`src/rtl/icache_pkg.sv`:
```
// Shared types and default geometry for the direct-mapped instruction cache.
package icache_pkg;

  localparam int DEF_INDEX_BITS      = 4;
  localparam int DEF_LINE_WORDS_BITS = 2;

  typedef enum logic [1:0] {
    ST_IDLE   = 2'd0,
    ST_LOOKUP = 2'd1,
    ST_FILL   = 2'd2
  } state_e;

endpackage

```
`src/rtl/icache_array.sv`:
```
// Valid/tag/data storage: one write port driven by the refill engine,
// two combinational read ports for the low and high word of a fetch.
module icache_array #(
  parameter int INDEX_BITS      = 4,
  parameter int LINE_WORDS_BITS = 2,
  parameter int TAG_BITS        = 24
) (
  input  logic                       i_clk,
  input  logic                       i_rst,
  input  logic                       i_clear,
  input  logic                       i_word_we,
  input  logic                       i_set_valid,
  input  logic [INDEX_BITS-1:0]      i_w_idx,
  input  logic [LINE_WORDS_BITS-1:0] i_w_word,
  input  logic [31:0]                i_w_data,
  input  logic [TAG_BITS-1:0]        i_w_tag,
  input  logic [INDEX_BITS-1:0]      i_lo_idx,
  input  logic [LINE_WORDS_BITS-1:0] i_lo_word,
  output logic                       o_lo_valid,
  output logic [TAG_BITS-1:0]        o_lo_tag,
  output logic [31:0]                o_lo_data,
  input  logic [INDEX_BITS-1:0]      i_hi_idx,
  input  logic [LINE_WORDS_BITS-1:0] i_hi_word,
  output logic                       o_hi_valid,
  output logic [TAG_BITS-1:0]        o_hi_tag,
  output logic [31:0]                o_hi_data
);

  localparam int LINES = 1 << INDEX_BITS;
  localparam int WORDS = 1 << (INDEX_BITS + LINE_WORDS_BITS);

  logic [LINES-1:0]    r_valid;
  logic [TAG_BITS-1:0] r_tag  [LINES];
  logic [31:0]         r_data [WORDS];

  // Only the valid bits need reset; tag and data are qualified by them.
  always_ff @(posedge i_clk or posedge i_rst) begin
    if (i_rst) begin
      r_valid <= '0;
    end else if (i_clear) begin
      r_valid[i_w_idx] <= 1'b0;
    end else if (i_set_valid) begin
      r_valid[i_w_idx] <= 1'b1;
    end
  end

  always_ff @(posedge i_clk) begin
    if (i_word_we) begin
      r_data[{i_w_idx, i_w_word}] <= i_w_data;
    end
    if (i_set_valid) begin
      r_tag[i_w_idx] <= i_w_tag;
    end
  end

  assign o_lo_valid = r_valid[i_lo_idx];
  assign o_lo_tag   = r_tag[i_lo_idx];
  assign o_lo_data  = r_data[{i_lo_idx, i_lo_word}];
  assign o_hi_valid = r_valid[i_hi_idx];
  assign o_hi_tag   = r_tag[i_hi_idx];
  assign o_hi_data  = r_data[{i_hi_idx, i_hi_word}];

endmodule

```
`src/rtl/icache.sv`:
```
// Direct-mapped instruction cache: lookup/refill FSM plus halfword alignment
// that stitches a 32-bit fetch across word and line boundaries.
module icache
  import icache_pkg::*;
#(
  parameter int INDEX_BITS      = DEF_INDEX_BITS,
  parameter int LINE_WORDS_BITS = DEF_LINE_WORDS_BITS
) (
  input  logic        clk_in,
  input  logic        rst_in,
  input  logic        rdy_in,
  input  logic        to_icache,
  input  logic [31:0] pc_to_icache,
  output logic        have_result,
  output logic [31:0] inst_from_icache,
  output logic        mem_req,
  output logic [31:0] mem_addr,
  input  logic        mem_ready,
  input  logic [31:0] mem_data
);

  localparam int OFF_BITS  = LINE_WORDS_BITS + 2;
  localparam int LINE_BITS = 32 - OFF_BITS;
  localparam int TAG_BITS  = LINE_BITS - INDEX_BITS;

  state_e                     r_state, w_state_nxt;
  logic [31:1]                r_req_pc, w_req_pc_nxt;
  logic [LINE_BITS-1:0]       r_fill_line, w_fill_line_nxt;
  logic [LINE_WORDS_BITS-1:0] r_cnt, w_cnt_nxt;
  logic                       r_have_result, w_have_result_nxt;
  logic [31:0]                r_inst, w_inst_nxt;
  logic                       w_clear, w_word_we, w_set_valid;

  logic [LINE_BITS-1:0]       w_lo_line, w_hi_line;
  logic [LINE_WORDS_BITS-1:0] w_lo_word, w_hi_word;
  logic                       w_lo_valid, w_hi_valid;
  logic [TAG_BITS-1:0]        w_lo_tag, w_hi_tag;
  logic [31:0]                w_lo_data, w_hi_data;
  logic                       w_lo_hit, w_hi_hit, w_need_hi;
  logic                       w_unused_pc_bit0;

  // The high word is the next word; it moves to the next line (and may carry
  // into the tag) when the low word is the last one in its line.
  assign w_lo_line        = r_req_pc[31:OFF_BITS];
  assign w_lo_word        = r_req_pc[OFF_BITS-1:2];
  assign w_hi_word        = w_lo_word + LINE_WORDS_BITS'(1);
  assign w_hi_line        = (w_lo_word == '1) ? w_lo_line + LINE_BITS'(1) : w_lo_line;
  assign w_need_hi        = r_req_pc[1];
  assign w_unused_pc_bit0 = pc_to_icache[0];

  assign w_lo_hit = w_lo_valid && (w_lo_tag == w_lo_line[LINE_BITS-1:INDEX_BITS]);
  assign w_hi_hit = w_hi_valid && (w_hi_tag == w_hi_line[LINE_BITS-1:INDEX_BITS]);

  icache_array #(
    .INDEX_BITS     (INDEX_BITS),
    .LINE_WORDS_BITS(LINE_WORDS_BITS),
    .TAG_BITS       (TAG_BITS)
  ) u_array (
    .i_clk      (clk_in),
    .i_rst      (rst_in),
    .i_clear    (w_clear),
    .i_word_we  (w_word_we),
    .i_set_valid(w_set_valid),
    .i_w_idx    (w_fill_line_nxt[INDEX_BITS-1:0]),
    .i_w_word   (r_cnt),
    .i_w_data   (mem_data),
    .i_w_tag    (r_fill_line[LINE_BITS-1:INDEX_BITS]),
    .i_lo_idx   (w_lo_line[INDEX_BITS-1:0]),
    .i_lo_word  (w_lo_word),
    .o_lo_valid (w_lo_valid),
    .o_lo_tag   (w_lo_tag),
    .o_lo_data  (w_lo_data),
    .i_hi_idx   (w_hi_line[INDEX_BITS-1:0]),
    .i_hi_word  (w_hi_word),
    .o_hi_valid (w_hi_valid),
    .o_hi_tag   (w_hi_tag),
    .o_hi_data  (w_hi_data)
  );

  always_ff @(posedge clk_in or posedge rst_in) begin
    if (rst_in) begin
      r_state       <= ST_IDLE;
      r_req_pc      <= '0;
      r_fill_line   <= '0;
      r_cnt         <= '0;
      r_have_result <= 1'b0;
      r_inst        <= '0;
    end else if (rdy_in) begin
      r_state       <= w_state_nxt;
      r_req_pc      <= w_req_pc_nxt;
      r_fill_line   <= w_fill_line_nxt;
      r_cnt         <= w_cnt_nxt;
      r_have_result <= w_have_result_nxt;
      r_inst        <= w_inst_nxt;
    end
  end

  // A line is invalidated as its fill starts, so an abandoned fill never hits.
  always_comb begin
    w_state_nxt       = r_state;
    w_req_pc_nxt      = r_req_pc;
    w_fill_line_nxt   = r_fill_line;
    w_cnt_nxt         = r_cnt;
    w_have_result_nxt = 1'b0;
    w_inst_nxt        = r_inst;
    w_clear           = 1'b0;
    w_word_we         = 1'b0;
    w_set_valid       = 1'b0;
    case (r_state)
      ST_IDLE: begin
        if (to_icache) begin
          w_req_pc_nxt = pc_to_icache[31:1];
          w_state_nxt  = ST_LOOKUP;
        end
      end
      ST_LOOKUP: begin
        if (!w_lo_hit) begin
          w_fill_line_nxt = w_lo_line;
          w_cnt_nxt       = '0;
          w_clear         = 1'b1;
          w_state_nxt     = ST_FILL;
        end else if (w_need_hi && !w_hi_hit) begin
          w_fill_line_nxt = w_hi_line;
          w_cnt_nxt       = '0;
          w_clear         = 1'b1;
          w_state_nxt     = ST_FILL;
        end else begin
          w_have_result_nxt = 1'b1;
          w_inst_nxt        = w_need_hi ? {w_hi_data[15:0], w_lo_data[31:16]} : w_lo_data;
          w_state_nxt       = ST_IDLE;
        end
      end
      ST_FILL: begin
        if (mem_ready) begin
          w_word_we = 1'b1;
          w_cnt_nxt = r_cnt + LINE_WORDS_BITS'(1);
          if (r_cnt == '1) begin
            w_set_valid = 1'b1;
            w_state_nxt = ST_LOOKUP;
          end
        end
      end
      default: w_state_nxt = ST_IDLE;
    endcase
    if (!rdy_in) begin
      w_clear     = 1'b0;
      w_word_we   = 1'b0;
      w_set_valid = 1'b0;
    end
  end

  assign have_result      = r_have_result;
  assign inst_from_icache = r_inst;
  assign mem_req          = (r_state == ST_FILL);
  assign mem_addr         = {r_fill_line, r_cnt, 2'b00};

endmodule

```
`config.mk`:
```
export PLATFORM = sky130hd
export DESIGN_NAME = icache
export DESIGN_NICKNAME = d
export VERILOG_FILES = /design/src/rtl/icache_pkg.sv /design/src/rtl/icache_array.sv /design/src/rtl/icache.sv
export SDC_FILE = /design/constraint.sdc
export NUM_CORES = 2
export LEC_CHECK = 0
export BUFFER_PORTS_ARGS = -buffer_cell sky130_fd_sc_hd__clkbuf_2
export CORE_AREA = 5 5 526 528
export CTS_BUF_LIST = sky130_fd_sc_hd__clkbuf_4
export CTS_CLUSTER_DIAMETER = 60
export DETAILED_ROUTE_END_ITERATION = 10
export DIE_AREA = 0 0 531 533
export GPL_TIMING_DRIVEN = 1
export PLACE_DENSITY = 0.69
export REMOVE_ABC_BUFFERS = 1
export SYNTH_ARGS = -nofsm -noshare
export SYNTH_HDL_FRONTEND = slang
export SYNTH_HIERARCHICAL = 1
export SYNTH_SLANG_ARGS = --single-unit
export TNS_END_PERCENT = 20
```
`constraint.sdc`:
```
create_clock -name clk_in -period 8.6 [get_ports clk_in]
set_input_delay 1.29 -clock clk_in [delete_from_list [all_inputs] [get_ports clk_in]]
set_output_delay 1.29 -clock clk_in [all_outputs]
set_load 0.02 [all_outputs]
```
==> results summary <==
The worst setup path is of the reg2reg kind. The insertion delay of the later-clocked pin in the worst-skew pair is 1.41 ns. The cell repeated most along the worst path is buf_4.

The class of the tightest hold or removal check is in2async. The number of I/O pins is between 100 and 150. The total power density per cell area came out at between 300 and 400 nW/um^2.

The initial utilization of the core area, before any placement, comes to 0.408. The clock sink count came out at 2544. Of the total power, registers draw 0.347. The static leakage power came out at 0.0396 uW. In this run the critical register-to-register path is launched from r_req_pc[3].

Setup violations remaining at the end of the flow were counted as 0. The routed via count came out at between 60000 and 70000. Subtracting the final worst setup slack from the clock period gives 7.65 ns. The number of buffer cells added on primary ports came out at 131. The combinational group share of total power came out at 0.420. In this run the register-to-register setup slack is between 0.9 and 1 ns.

In this run the tightest slew margin relative to its limit is 0.139. The critical path depth is 18. Data on the critical path is required at its endpoint by ~9.4 ns. The die width is 531 um. The pin count of the biggest net entering global routing came out at 131.

The mean routed wirelength per cell came out at around 31 um. Walking the worst path, the cells encountered are ha_4 -> xor2_4 -> buf_4 -> mux4_2 -> mux4_2 -> xnor2_1 -> xor2_1 -> nor3b_1 -> o22ai_1 -> or4_1 -> o41ai_4 -> o21ai_0 -> o21a_1 -> a22oi_1 -> nand3b_1 -> buf_4 -> nor2_4 -> buf_4. The number of hold buffers added after CTS came out at 0.

The run finished with clean final reports. The analysis attributes to net switching a power of 15800 uW. Setup repair after global routing left no endpoint under its margin.

In the final layout, the share of cells above drive strength 1 is 0.418. The area of the core region is 272000 um^2. The number of rows in the core area is 192. In this run, the number of DRC markers left after iteration 0 of detailed routing was 7735. The post-CTS setup repair buffer count came out at 0. A synthesized cell averages approximately 21 um^2.

After detailed placement, the total cell area comes to 117000 um^2. The number of antenna violations at the first check in global routing is 17. The internal cell power is ~27000 uW.

The area growth from synthesis to layout is 12.4%. Clock tree synthesis selected as its root buffer the cell clkbuf_4. The final weighted congestion of routability-driven global placement is roughly 0.86. The total overflow reported by the global router is 0. The area of all sequential standard cells came out at 75900 um^2. STA classifies the critical path endpoint as a flip-flop.

The number of gates resized after CTS was 0. In the routed design, unresolved DRC markers number 0. The final core utilization came out at 0.459. The count of warnings emitted by yosys is 6. The multi-input logic area came out at 33400 um^2.

Buffers inserted during clock tree synthesis total 640. The max-slew violation count came out at 0. The worst-case clock skew is around 0.22 ns. The kind of launch point of the worst setup path is a flip-flop. The number of detailed-routing iterations run before antenna repair is 6.

The final layout contains 5915 nets. The number of global-route vias before repair was between 60000 and 70000. The maximum single-stage delay on the critical path is 0.69 ns. The cell family contributing the most delay on the critical path is compound AO/OA/AOI/OAI gates. For this run, the total global-route usage over all layers was measured as 0.215.

The ratio of final minimum period to clock period is 0.890. Derived from the worst setup path, the maximum achievable clock frequency is roughly 130 MHz. Max-cap violations in this run came to 0. The transition time at the pin with the least slew margin came out at 1.29 ns. The full die area came out at 283000 um^2. The count of buffer and inverter cells on the critical path came out at 3.

The synthesized instance count came out at 5322. TritonCTS built the clock tree. The worst endpoint data arrival time came out at 8.49 ns. The detailed-route vias per instance is 6.19. The die is ~530 um tall. The net switching fraction of the power came out at 0.369. The logic depth of the worst register-to-register path came out at 18.

In this run the cell area of the synthesized design comes to 111000 um^2. After clock tree synthesis, the clock-pin slew on the worst setup and hold paths is about 0.060 ns. The maximum level of the CTS H-tree is 6. The count of final hold-check violations is 0. The number of buffers between clock root and the deepest sink came out at 4. The maximum fanout count along the critical path is 33. The post-layout instance area came out at 125000 um^2.

Of the total power, the clock network draws 0.233. The number of filler instances in the final layout came out at around 23000. Summed over all nets, the half-perimeter wirelength after detailed placement is roughly 170000 um. The maximum vdd ir drop came out at 0.485 mV. In this run the remaining antenna-violating nets after routing total 0. The global-route wire length before repair is 440000 um. The routed wire length came out at 310000 um. The end of the worst register-to-register path is u_array/r_data[24][0]. In the final timing run, aggregate negative setup slack is 0 ns. The slowest stage of the critical path belongs to the cell buf_4.
through the flow:
step	worst slack, ns	hold slack, ns	total power (uW)	instances
floorplan	-57.26	0.471	28200	4858
global placement	1.04	0.488	32800	8786
detailed placement	1.02	0.496	32900	8786
CTS	1.01	0.0796	42900	9857
global route	0.528	0.191	44500	9860
finish	0.947	0.181	42700	9864
cell usage in the layout (no fill, tap or decap), drive strengths merged, types with 9 or more instances in the layout:
| master | instances |
|---|---|
| nor2b | 28 |
| nor2 | 165 |
| xnor2 | 47 |
| xor2 | 32 |
| a22o | 26 |
| a221oi | 11 |
| nand3 | 54 |
| o21ai | 52 |
| mux2i | 126 |
| nand4 | 19 |
| nor4 | 20 |
| buf | 208 |
| inv | 34 |
| nand2b | 15 |
| mux4 | 1053 |
| dfrtp | 112 |
| o22a | 16 |
| mux2 | 131 |
| and2 | 15 |
| a22oi | 145 |
| clkbuf | 1044 |
| a211oi | 36 |
| edfxtp | 2432 |
| nor3 | 21 |
| o22ai | 19 |
| clkinvlp | 9 |
| clkinv | 124 |
| nand2 | 80 |
| a21oi | 86 |
registers in the layout, summed over array words and instances (netlist names), named ones only:
register	flops
r_req_pc	31
inst_from_icache	32
r_cnt	2
r_state	2
u_array/r_data	2048
r_fill_line	28
have_result	1
u_array/r_tag	384
metal layers:
| layer | up-vias | share of wire | global-route usage |
|---|---|---|---|
| li1 | 24200 | - | - |
| met1 | 32300 | 0.37 | 0.287 |
| met2 | 3920 | 0.47 | 0.333 |
| met3 | 618 | 0.11 | 0.0532 |
| met4 | 14 | 0.049 | 0.101 |
| met5 | - | 0.00030 | 0 |
cell type report:
class | instances | share of cell area
sequential | 2544 | 0.608
multi-input combinational | 2297 | 0.268
inverter | 17 | 0.000612
antenna | 7 | 0.000140
timing repair buffer | 339 | 0.0245
clock inverter | 158 | 0.00758
tap | 3589 | 0.0360
clock buffer | 913 | 0.0549
power groups by stage:
stage / combinational, uW / clock [uW] / sequential, uW
floorplan: 12600 / 0 / 15600
global placement: 17700 / 0 / 15000
detailed placement: 17800 / 0 / 15100
CTS: 17900 / 10200 / 14800
global route: 18700 / 10900 / 14900
finish: 17900 / 9960 / 14800
worst max-delay path by stage:
stage                                  end         from  slack, ns
detailed placement  u_array/r_data[47][17]  r_req_pc[3]       1.02
global placement    u_array/r_data[32][21]  r_req_pc[3]       1.04
global route         u_array/r_data[24][0]  r_req_pc[3]       0.53
finish               u_array/r_data[24][0]  r_req_pc[3]       0.95
floorplan             inst_from_icache[26]  r_req_pc[2]     -57.26
CTS                  u_array/r_data[16][0]  r_req_pc[3]       1.01
No activity file was read; power rests on OpenSTA's default activity.
